## src/rtl/pipes.sv

```systemverilog
// Shared pipeline package: stage payload structs, stage handshake wiring and
// the default elastic-buffer depth used between adjacent stages.
// Contents: u1, handshake_t, fetch_data_t, decode_data_t, PIPE_BUF_DEPTH, ptr_w().
package pipes;

   typedef logic u1;

   // Per-stage valid/ready pair for wiring stage boundaries.
   typedef struct packed {
      u1 valid;
      u1 ready;
   } handshake_t;

   // Stage payloads; a pipe_stage_buf carries them flattened via $bits().
   typedef struct packed {
      logic [31:0] pc;
      logic [31:0] instr;
   } fetch_data_t;

   typedef struct packed {
      logic [31:0] pc;
      logic [4:0]  rd;
      logic [4:0]  rs1;
      logic [4:0]  rs2;
      logic [31:0] imm;
   } decode_data_t;

   localparam int PIPE_BUF_DEPTH = 2;

   // Pointer width for a DEPTH-entry ring; a single entry still needs one bit.
   function automatic int ptr_w(input int depth);
      return (depth > 1) ? $clog2(depth) : 1;
   endfunction

endpackage

```

## src/rtl/pipe_stage_buf_ptr.sv

```systemverilog
// Wrap-around ring pointer for pipe_stage_buf: counts 0..DEPTH-1 then back to 0.
// Latency: new value visible the cycle after inc/clr. No backpressure of its own.
// Ports: clk, reset (sync, active-low), clr (return to 0), inc (advance), ptr (current value).
module pipe_stage_buf_ptr
   import pipes::*;
#(
   parameter int DEPTH = PIPE_BUF_DEPTH
) (
   input  logic                    clk,
   input  logic                    reset,
   input  logic                    clr,
   input  logic                    inc,
   output logic [ptr_w(DEPTH)-1:0] ptr
);

   localparam int PW = ptr_w(DEPTH);

   // Explicit compare keeps non-power-of-two depths on a proper ring.
   always_ff @(posedge clk) begin
      if (!reset) begin
         ptr <= '0;
      end else if (clr) begin
         ptr <= '0;
      end else if (inc) begin
         if (ptr == PW'(DEPTH - 1)) begin
            ptr <= '0;
         end else begin
            ptr <= ptr + PW'(1);
         end
      end
   end

endmodule

```

## src/rtl/pipe_stage_buf.sv

```systemverilog
// Elastic DEPTH-entry stage buffer with valid/ready on both sides and flush.
// Latency: one cycle push-to-head, no bypass. in_ready depends only on count,
// so a full buffer refuses a push even while its head is being popped.
// Ports: clk, reset (sync, active-low), flush, in_valid/in_ready/in_data,
//        out_valid/out_ready/out_data, count (occupancy).
module pipe_stage_buf
   import pipes::*;
#(
   parameter int WIDTH = 64,
   parameter int DEPTH = PIPE_BUF_DEPTH
) (
   input  logic                       clk,
   input  logic                       reset,
   input  logic                       flush,
   input  logic                       in_valid,
   output logic                       in_ready,
   input  logic [WIDTH-1:0]           in_data,
   output logic                       out_valid,
   input  logic                       out_ready,
   output logic [WIDTH-1:0]           out_data,
   output logic [$clog2(DEPTH+1)-1:0] count
);

   localparam int PW = ptr_w(DEPTH);
   localparam int CW = $clog2(DEPTH + 1);

   logic [WIDTH-1:0] mem [DEPTH];
   logic [PW-1:0]    rd_ptr;
   logic [PW-1:0]    wr_ptr;
   logic             push;
   logic             pop;

   assign in_ready  = (count != CW'(DEPTH));
   assign out_valid = (count != '0);
   assign out_data  = mem[rd_ptr];

   // A push in the flush cycle is dropped. A pop in that cycle still counts
   // downstream, but the pointer clear below overrides its rd_ptr advance.
   assign push = in_valid && in_ready && !flush;
   assign pop  = out_valid && out_ready;

   pipe_stage_buf_ptr #(.DEPTH(DEPTH)) u_wr_ptr (
      .clk   (clk),
      .reset (reset),
      .clr   (flush),
      .inc   (push),
      .ptr   (wr_ptr)
   );

   pipe_stage_buf_ptr #(.DEPTH(DEPTH)) u_rd_ptr (
      .clk   (clk),
      .reset (reset),
      .clr   (flush),
      .inc   (pop),
      .ptr   (rd_ptr)
   );

   always_ff @(posedge clk) begin
      if (!reset) begin
         count <= '0;
      end else if (flush) begin
         count <= '0;
      end else if (push && !pop) begin
         count <= count + CW'(1);
      end else if (!push && pop) begin
         count <= count - CW'(1);
      end
   end

   // Payload storage is never cleared; occupancy alone decides what is valid.
   always_ff @(posedge clk) begin
      if (push) begin
         mem[wr_ptr] <= in_data;
      end
   end

endmodule

```

## config.mk

```make
export PLATFORM = sky130hd
export DESIGN_NAME = pipe_stage_buf
export DESIGN_NICKNAME = d
export VERILOG_FILES = /design/src/rtl/pipes.sv /design/src/rtl/pipe_stage_buf_ptr.sv /design/src/rtl/pipe_stage_buf.sv
export SDC_FILE = /design/constraint.sdc
export NUM_CORES = 1
export LEC_CHECK = 0
export CORE_MARGIN = 10
export CORE_UTILIZATION = 51
export CTS_CLUSTER_SIZE = 8
export DETAILED_ROUTE_END_ITERATION = 12
export PLACE_DENSITY_LB_ADDON = 0.3
export SKIP_CTS_REPAIR_TIMING = 1
export SYNTH_ARGS = -nofsm -noshare
export SYNTH_HDL_FRONTEND = slang
export SYNTH_HIERARCHICAL = 1
export SYNTH_SLANG_ARGS = --single-unit
```

## constraint.sdc

```tcl
create_clock -name clk -period 7.3 [get_ports clk]
set_input_delay 1.095 -clock clk [delete_from_list [all_inputs] [get_ports clk]]
set_output_delay 1.095 -clock clk [all_outputs]
set_load 0.02 [all_outputs]
```

==> results of run 1 <==
==> Yosys cell counts, types with 2 or more instances <==
master      n  area, sq um
edfxtp_1  128         3844
nand2_1     2        7.510
xor2_1      2        17.52
xnor2_1     2        17.52
dfxtp_1     4        80.08
nor3b_2     2        25.02
buf_6       6        67.56
inv_1       2        7.510
mux2_2     64        720.7
==> area by class of cell <==
cell class	count	area [sq um]	share of cell area
clock buffer	19	421.7	0.06073
multi-input combinational	82	860.8	0.1240
timing repair buffer	139	1384	0.1993
sequential	132	3925	0.5653
tap	129	161.4	0.02325
inverter	2	7.507	0.001081
clock inverter	13	182.7	0.02631
==> cells in the final DEF, fill, tap and decap left out, types with 3 or more instances in the layout <==
| master | n |
|---|---|
| clkinvlp_4 | 3 |
| buf_4 | 3 |
| edfxtp_1 | 128 |
| clkbuf_16 | 16 |
| dfxtp_1 | 3 |
| mux2_2 | 64 |
| clkdlybuf4s50_1 | 136 |
| bufinv_16 | 4 |
==> final timing paths <==
kind              slack, ps                      start  cells after the start                    end
hold / removal          560      count[1]$_SDFFE_PP0P_                      2  count[1]$_SDFFE_PP0P_
setup reg to reg       5030      count[0]$_SDFFE_PP0P_                      4   mem[0][58]$_DFFE_PP_
hold reg to reg         560      count[1]$_SDFFE_PP0P_                      2  count[1]$_SDFFE_PP0P_
setup / recovery       3560  u_rd_ptr/ptr$_SDFFE_PP0P_                      3           out_data[61]
==> flip-flops by register name, indices dropped and copies added, names as in the netlist <==
| register | cells |
|---|---|
| count | 2 |
| mem | 128 |
| u_rd_ptr/ptr | 1 |
| u_wr_ptr/ptr | 1 |
==> critical path, stage by stage (launching register included) <==
cell	delay, ps
dfxtp_2	480
buf_4	640
mux2_2	420
clkdlybuf4s50_1	550
==> power by group through the flow <==
stage	logic, W	clock network (W)	registers, W
2_1_floorplan	0.0000680	0	0.000880
3_3_place_gp	0.000159	0	0.000878
3_5_place_dp	0.000161	0	0.000879
4_1_cts	0.000163	0.000867	0.000864
5_1_grt	0.000170	0.000899	0.000866
6_report	0.000161	0.000850	0.000863
==> routing by layer <==
metal | vias to the layer above | share of wire | track usage
met5 | - | 0 | 0
met4 | 0 | 0.011 | 0.05564
met3 | 12 | 0.091 | 0.06763
met2 | 108 | 0.47 | 0.2241
met1 | 1241 | 0.43 | 0.1673
li1 | 1184 | - | -
==> per-stage QoR <==
step                      std cells  setup WS [ps]    util   power, W
final                           516           3559  0.7514   0.001874
after global routing            516           3421  0.7514   0.001935
after CTS                       516           3510  0.7514   0.001893
after detailed placement        484           3926  0.6860   0.001041
after global placement          484           3998  0.6860   0.001037
after floorplan                 223           2590       -  0.0009477
==> cell families after synthesis <==
| kind of cell | Yosys count |
|---|---|
| flip-flops | 132 |
| multiplexers | 64 |
| buffers and inverters | 9 |
| adder cells (fa/ha/maj) | 1 |
| AND/OR/NAND/NOR | 11 |
| AO/OA/AOI/OAI | 2 |
| XOR/XNOR | 4 |
==> reports/qor.csv, run 1 <==
stage;metric;value;unit
synthesis;ys_types;20;
routing;drc;0;
synthesis;synthXorXnorAreaFrac;0.007211;
synthesis;syn_avg_cell_area;21.79;sq um
floorplanning;die-area;0.01383;sq mm
setup_path;endpoint_kind;output pin;
routing;via_per_inst;4.932;
routing;wl_per_cell;18.97;microns
floorplanning;core-area;0.009240;sq mm
hold_path;min_path_type;register to register;
routing;ant_nets;0;
synthesis;synth_edf_count;128;
pwr;p_int;0.001499;W
synthesis;ys_seq_area_frac;0.8076;
synthesis;ys_seq_elements;132;
synthesis;synthCells;223;
timing;timing.final.hold_violations;0;
synthesis;syn_nets;293;
setup_path;start_kind;register;
floorplanning;io_pins;137;
synthesis;yosysWarnings;6;
cells_and_area;antenna_cells;0;
timing;grt_setup_unrepaired;no;
setup_path;worstPathRequired;6200;ps
global_routing;grt-ovfl-total;0;
pwr;switching_power;0.0003747;W
global_routing;grt_pass1_vias;2856;
timing;finClkSkew;14.45;ps
routing;wl;9788;microns
synthesis;synth-compound-area-share;0.002060;
pwr;netSwitchingFraction;0.2000;
synthesis;synthAdderAreaFrac;0.002575;
timing;drv_slew;0;
global_routing;antenna_found_initial;0;
setup_path;critPathKind;register to output pin;
floorplanning;rows;35;
routing;first_iter_violations;114;
global_routing;grt_max_degree;65;
floorplanning;die_w;117.6;microns
floorplanning;start_util;0.5258;
cells_and_area;drive_above_1_share;0.2636;
synthesis;ys.flop_type;edfxtp_1;
clocking;cts_made_buffers;17;
synthesis;syn_area;0.004858;sq mm
pwr;power.leakage;2.337;nW
pwr;power.density;269.9;mW/mm^2
cells_and_area;final_nets;444;
global_routing;track_usage;0.1432;
synthesis;synth_top_family_by_area;multiplexers;
timing;worstMarginPinSlew;841.2;ps
clocking;insertion_delay;500;ps
timing;period_share;0.5125;
pwr;clkPwrFrac;0.454;
timing;setup_viol;0;
pwr;seqPwrFrac;0.461;
pwr;vdd.ir_drop.worst;0.0001626;V
routing;dr_total_vias;2545;
place;gp_congestion;0.7264;
flow_run;drv_cap;0;
setup_path;crit_fanout;55;
place;placed_area;0.006339;sq mm
cells_and_area;finalInstanceArea;0.006943;sq mm
synthesis;postSynth.asyncResetShare;0;
timing;period_minus_slack;3741;ps
timing;hold_ws;556.8;ps
timing;slew_headroom;0.4392;
clocking;htree_levels;4;
synthesis;synthSimpleGateAreaFrac;0.01519;
place;dp_hpwl;6577;microns
clocking;path_clk_slew;60;ps
cells_and_area;fillCellCount;562;
floorplanning;die_y;117.6;microns
timing;max_freq;267.3;MHz
pwr;combPwrFrac;0.086;
cells_and_area;syn_to_final_growth;42.90;%
synthesis;muxShareOfSynthArea;0.1483;
timing;tns;0;ps
clocking;cts_max_path_buffers;2;
clocking;cts.sinks;132;
place;port_buffers;136;
status;run_status;completed;
setup_path;cp.arrival;2650;ps
clocking;cts_tree;built;
clocking;cts_root_buf;clkbuf_8;
routing;dr.pass1.iters;4;
global_routing;grt_first_pass_wirelength;15480;microns
Power figures use the tool's default switching activity.
==> inputs of run 2 (changes only) <==
--- a/config.mk
+++ b/config.mk
@@ -6,7 +6,7 @@
 export NUM_CORES = 1
 export LEC_CHECK = 0
 export CORE_MARGIN = 10
-export CORE_UTILIZATION = 51
+export CORE_UTILIZATION = 43
 export CTS_CLUSTER_SIZE = 8
 export DETAILED_ROUTE_END_ITERATION = 12
 export PLACE_DENSITY_LB_ADDON = 0.3
==> constraint.sdc (replaced) <==
create_clock -name clk -period 3.05 [get_ports clk]
set_input_delay 0.4575 -clock clk [delete_from_list [all_inputs] [get_ports clk]]
set_output_delay 0.4575 -clock clk [all_outputs]
set_load 0.02 [all_outputs]
==> reports/qor.csv, run 2 (synthesis results as in run 1) <==
stage;metric;value;unit;change
status;run_status;completed;;unchanged
hold_path;min_path_type;register to register;;unchanged
floorplanning;die-area;0.01595;sq mm;was 0.01383 sq mm
setup_path;worstRegToRegCells;4;;unchanged
setup_path;crit_start;u_rd_ptr/ptr$_SDFFE_PP0P_;;unchanged
timing;period_minus_slack;2703;ps;
global_routing;grt_max_degree;65;;unchanged
place;dp.cells;495;;was 484
clocking;cts_tree;built;;unchanged
setup_path;endpoint_kind;output pin;;unchanged
setup_path;r2r_slack;1150;ps;was 5030 ps
clocking;cts_made_buffers;17;;unchanged
cells_and_area;largest_register_ffs;128;;unchanged
pwr;power.leakage;2.350;nW;was 2.337 nW
cells_and_area;fillCellCount;811;;was 562
timing;worstMarginPinSlew;395.4;ps;was 841.2 ps
timing;slew_headroom;0.7364;;was 0.4392
clocking;insertion_delay;400;ps;was 500 ps
routing;via_per_inst;4.795;;was 4.932
global_routing;track_usage;0.1242;;was 0.1432
pwr;vdd.ir_drop.worst;0.0003289;V;was 0.0001626 V
global_routing;grt_use_met1;0.1435;;was 0.1673
timing;setup_viol;0;;unchanged
floorplanning;start_util;0.4443;;was 0.5258
cells_and_area;final_common_cell;clkdlybuf4s50_1;;unchanged
place;dp_hpwl;6553;microns;was 6577 microns
setup_path;cp.arrival;2250;ps;was 2650 ps
timing;timing.final.hold_violations;0;;unchanged
hold_path;hp-start;count[1]$_SDFFE_PP0P_;;unchanged
clocking;htree_levels;4;;unchanged
timing;hold_ws;539.0;ps;was 556.8 ps
pwr;power.density;642.2;mW/mm^2;was 269.9 mW/mm^2
clocking;path_clk_slew;60;ps;about the same
timing;finClkSkew;7.092;ps;was 14.45 ps
timing;grt_setup_unrepaired;no;;unchanged
flow_run;drv_cap;0;;unchanged
setup_path;crit_fanout;40;;was 55
routing;ant_nets;0;;unchanged
timing;period_share;0.8863;;
setup_path;r2r_end;mem[1][51]$_DFFE_PP_;;was mem[0][58]$_DFFE_PP_
clocking;cts.sinks;132;;unchanged
global_routing;grtUsageMet2;0.1927;;was 0.2241
setup_path;worstPathRequired;2590;ps;was 6200 ps
hold_path;hold_path_depth;2;;unchanged
cells_and_area;antenna_cells;0;;unchanged
clocking;cts_max_path_buffers;2;;unchanged
floorplanning;io_pins;137;;unchanged
global_routing;antenna_found_initial;0;;unchanged
setup_path;start_kind;register;;unchanged
place;port_buffers;136;;unchanged
clocking;cts_root_buf;clkbuf_16;;was clkbuf_8
routing;dr_total_vias;2522;;was 2545
cells_and_area;top_register;mem;;unchanged
cells_and_area;final_cells;526;;was 516
cells_and_area;final_util;0.6391;;was 0.7514
global_routing;grt_first_pass_wirelength;15390;microns;was 15480 microns
routing;drc;0;;unchanged
routing;wl_per_cell;18.83;microns;was 18.97 microns
cells_and_area;final_cell_mix;136 x clkdlybuf4s50_1, 128 x edfxtp_1, 64 x mux2_2, 17 x clkbuf_16, 4 x bufinv_16;;was 136 x clkdlybuf4s50_1, 128 x edfxtp_1, 64 x mux2_2, 16 x clkbuf_16, 4 x bufinv_16
floorplanning;core-area;0.01094;sq mm;was 0.009240 sq mm
routing;first_iter_violations;122;;was 114
floorplanning;die_y;126.3;microns;was 117.6 microns
cells_and_area;syn_to_final_growth;43.86;%;was 42.90%
timing;tns;0;ps;unchanged
floorplanning;rows;38;;was 35
routing;wl;9903;microns;was 9788 microns
hold_path;min_to;count[1]$_SDFFE_PP0P_;;unchanged
global_routing;grtUsageMet3;0.06664;;was 0.06763
floorplanning;die_w;126.3;microns;was 117.6 microns
setup_path;r2r_start;count[0]$_SDFFE_PP0P_;;unchanged
global_routing;globalRoute.busiestLayer;met2;;unchanged
place;gp_congestion;0.7404;;was 0.7264
routing;dr.pass1.iters;4;;unchanged
timing;max_freq;369.9;MHz;
cells_and_area;final_nets;444;;unchanged
cells_and_area;reg_top3;mem (128), count (2);;unchanged
global_routing;grt-ovfl-total;0;;unchanged
timing;drv_slew;0;;unchanged
global_routing;grt_pass1_vias;2782;;was 2856
cells_and_area;drive_above_1_share;0.2565;;was 0.2636
setup_path;critPathKind;register to output pin;;unchanged
==> run 2: how the worst max path moves through the flow <==
stage	cells past startpoint	slack (ps)	endpoint
floorplan	3	50	mem[1][0]$_DFFE_PP_
finish	3	350	out_data[32]
global placement	5	740	mem[1][52]$_DFFE_PP_
detailed placement	5	720	mem[1][48]$_DFFE_PP_
CTS	3	310	out_data[32]
global route	3	220	out_data[10]
==> run 2: cell type report <==
class / count / area (sq um) / area share
Clock buffer: 19 / 432.9 / 0.06194
Clock inverter: 12 / 162.7 / 0.02327
Inverter: 2 / 7.507 / 0.001074
Multi-Input combinational cell: 82 / 862.1 / 0.1233
Sequential cell: 132 / 3928 / 0.5619
Tap cell: 140 / 175.2 / 0.02506
Timing Repair Buffer: 139 / 1421 / 0.2034
==> run 2: worst max-delay path: stages (launching register included) <==
cell	delay (ps)
dfxtp_4	580
buf_12	280
mux2_2	380
clkdlybuf4s50_1	560
==> run 2: metrics by stage <==
step,setup WS (ps),power [W],instance area (sq um)
3_3_place_gp,740.5,0.002486,6394
3_5_place_dp,723.1,0.002492,6394
4_1_cts,313.7,0.004536,6989
6_report,346.7,0.004489,6989
2_1_floorplan,53.07,0.002266,4866
5_1_grt,220.7,0.004636,6989
==> run 2: power breakdown <==
| group | leakage, nW | internal, W | switching (W) | total [W] |
|---|---|---|---|---|
| Sequential | 1.21 | 0.00205 | 0.0000160 | 0.00207 |
| Clock | 0.289 | 0.00135 | 0.000688 | 0.00204 |
| Combinational | 0.853 | 0.000214 | 0.000169 | 0.000383 |
| Total | 2.35 | 0.00362 | 0.000873 | 0.00449 |
==> run 2: routing by layer <==
| metal | vias to the layer above | part of all wire | wire (microns) |
|---|---|---|---|
| met2 | 88 | 0.49 | 4865 |
| li1 | 1188 | - | - |
| met5 | - | 0 | 0 |
| met3 | 5 | 0.087 | 859 |
| met1 | 1241 | 0.42 | 4135 |
| met4 | 0 | 0.0043 | 43 |
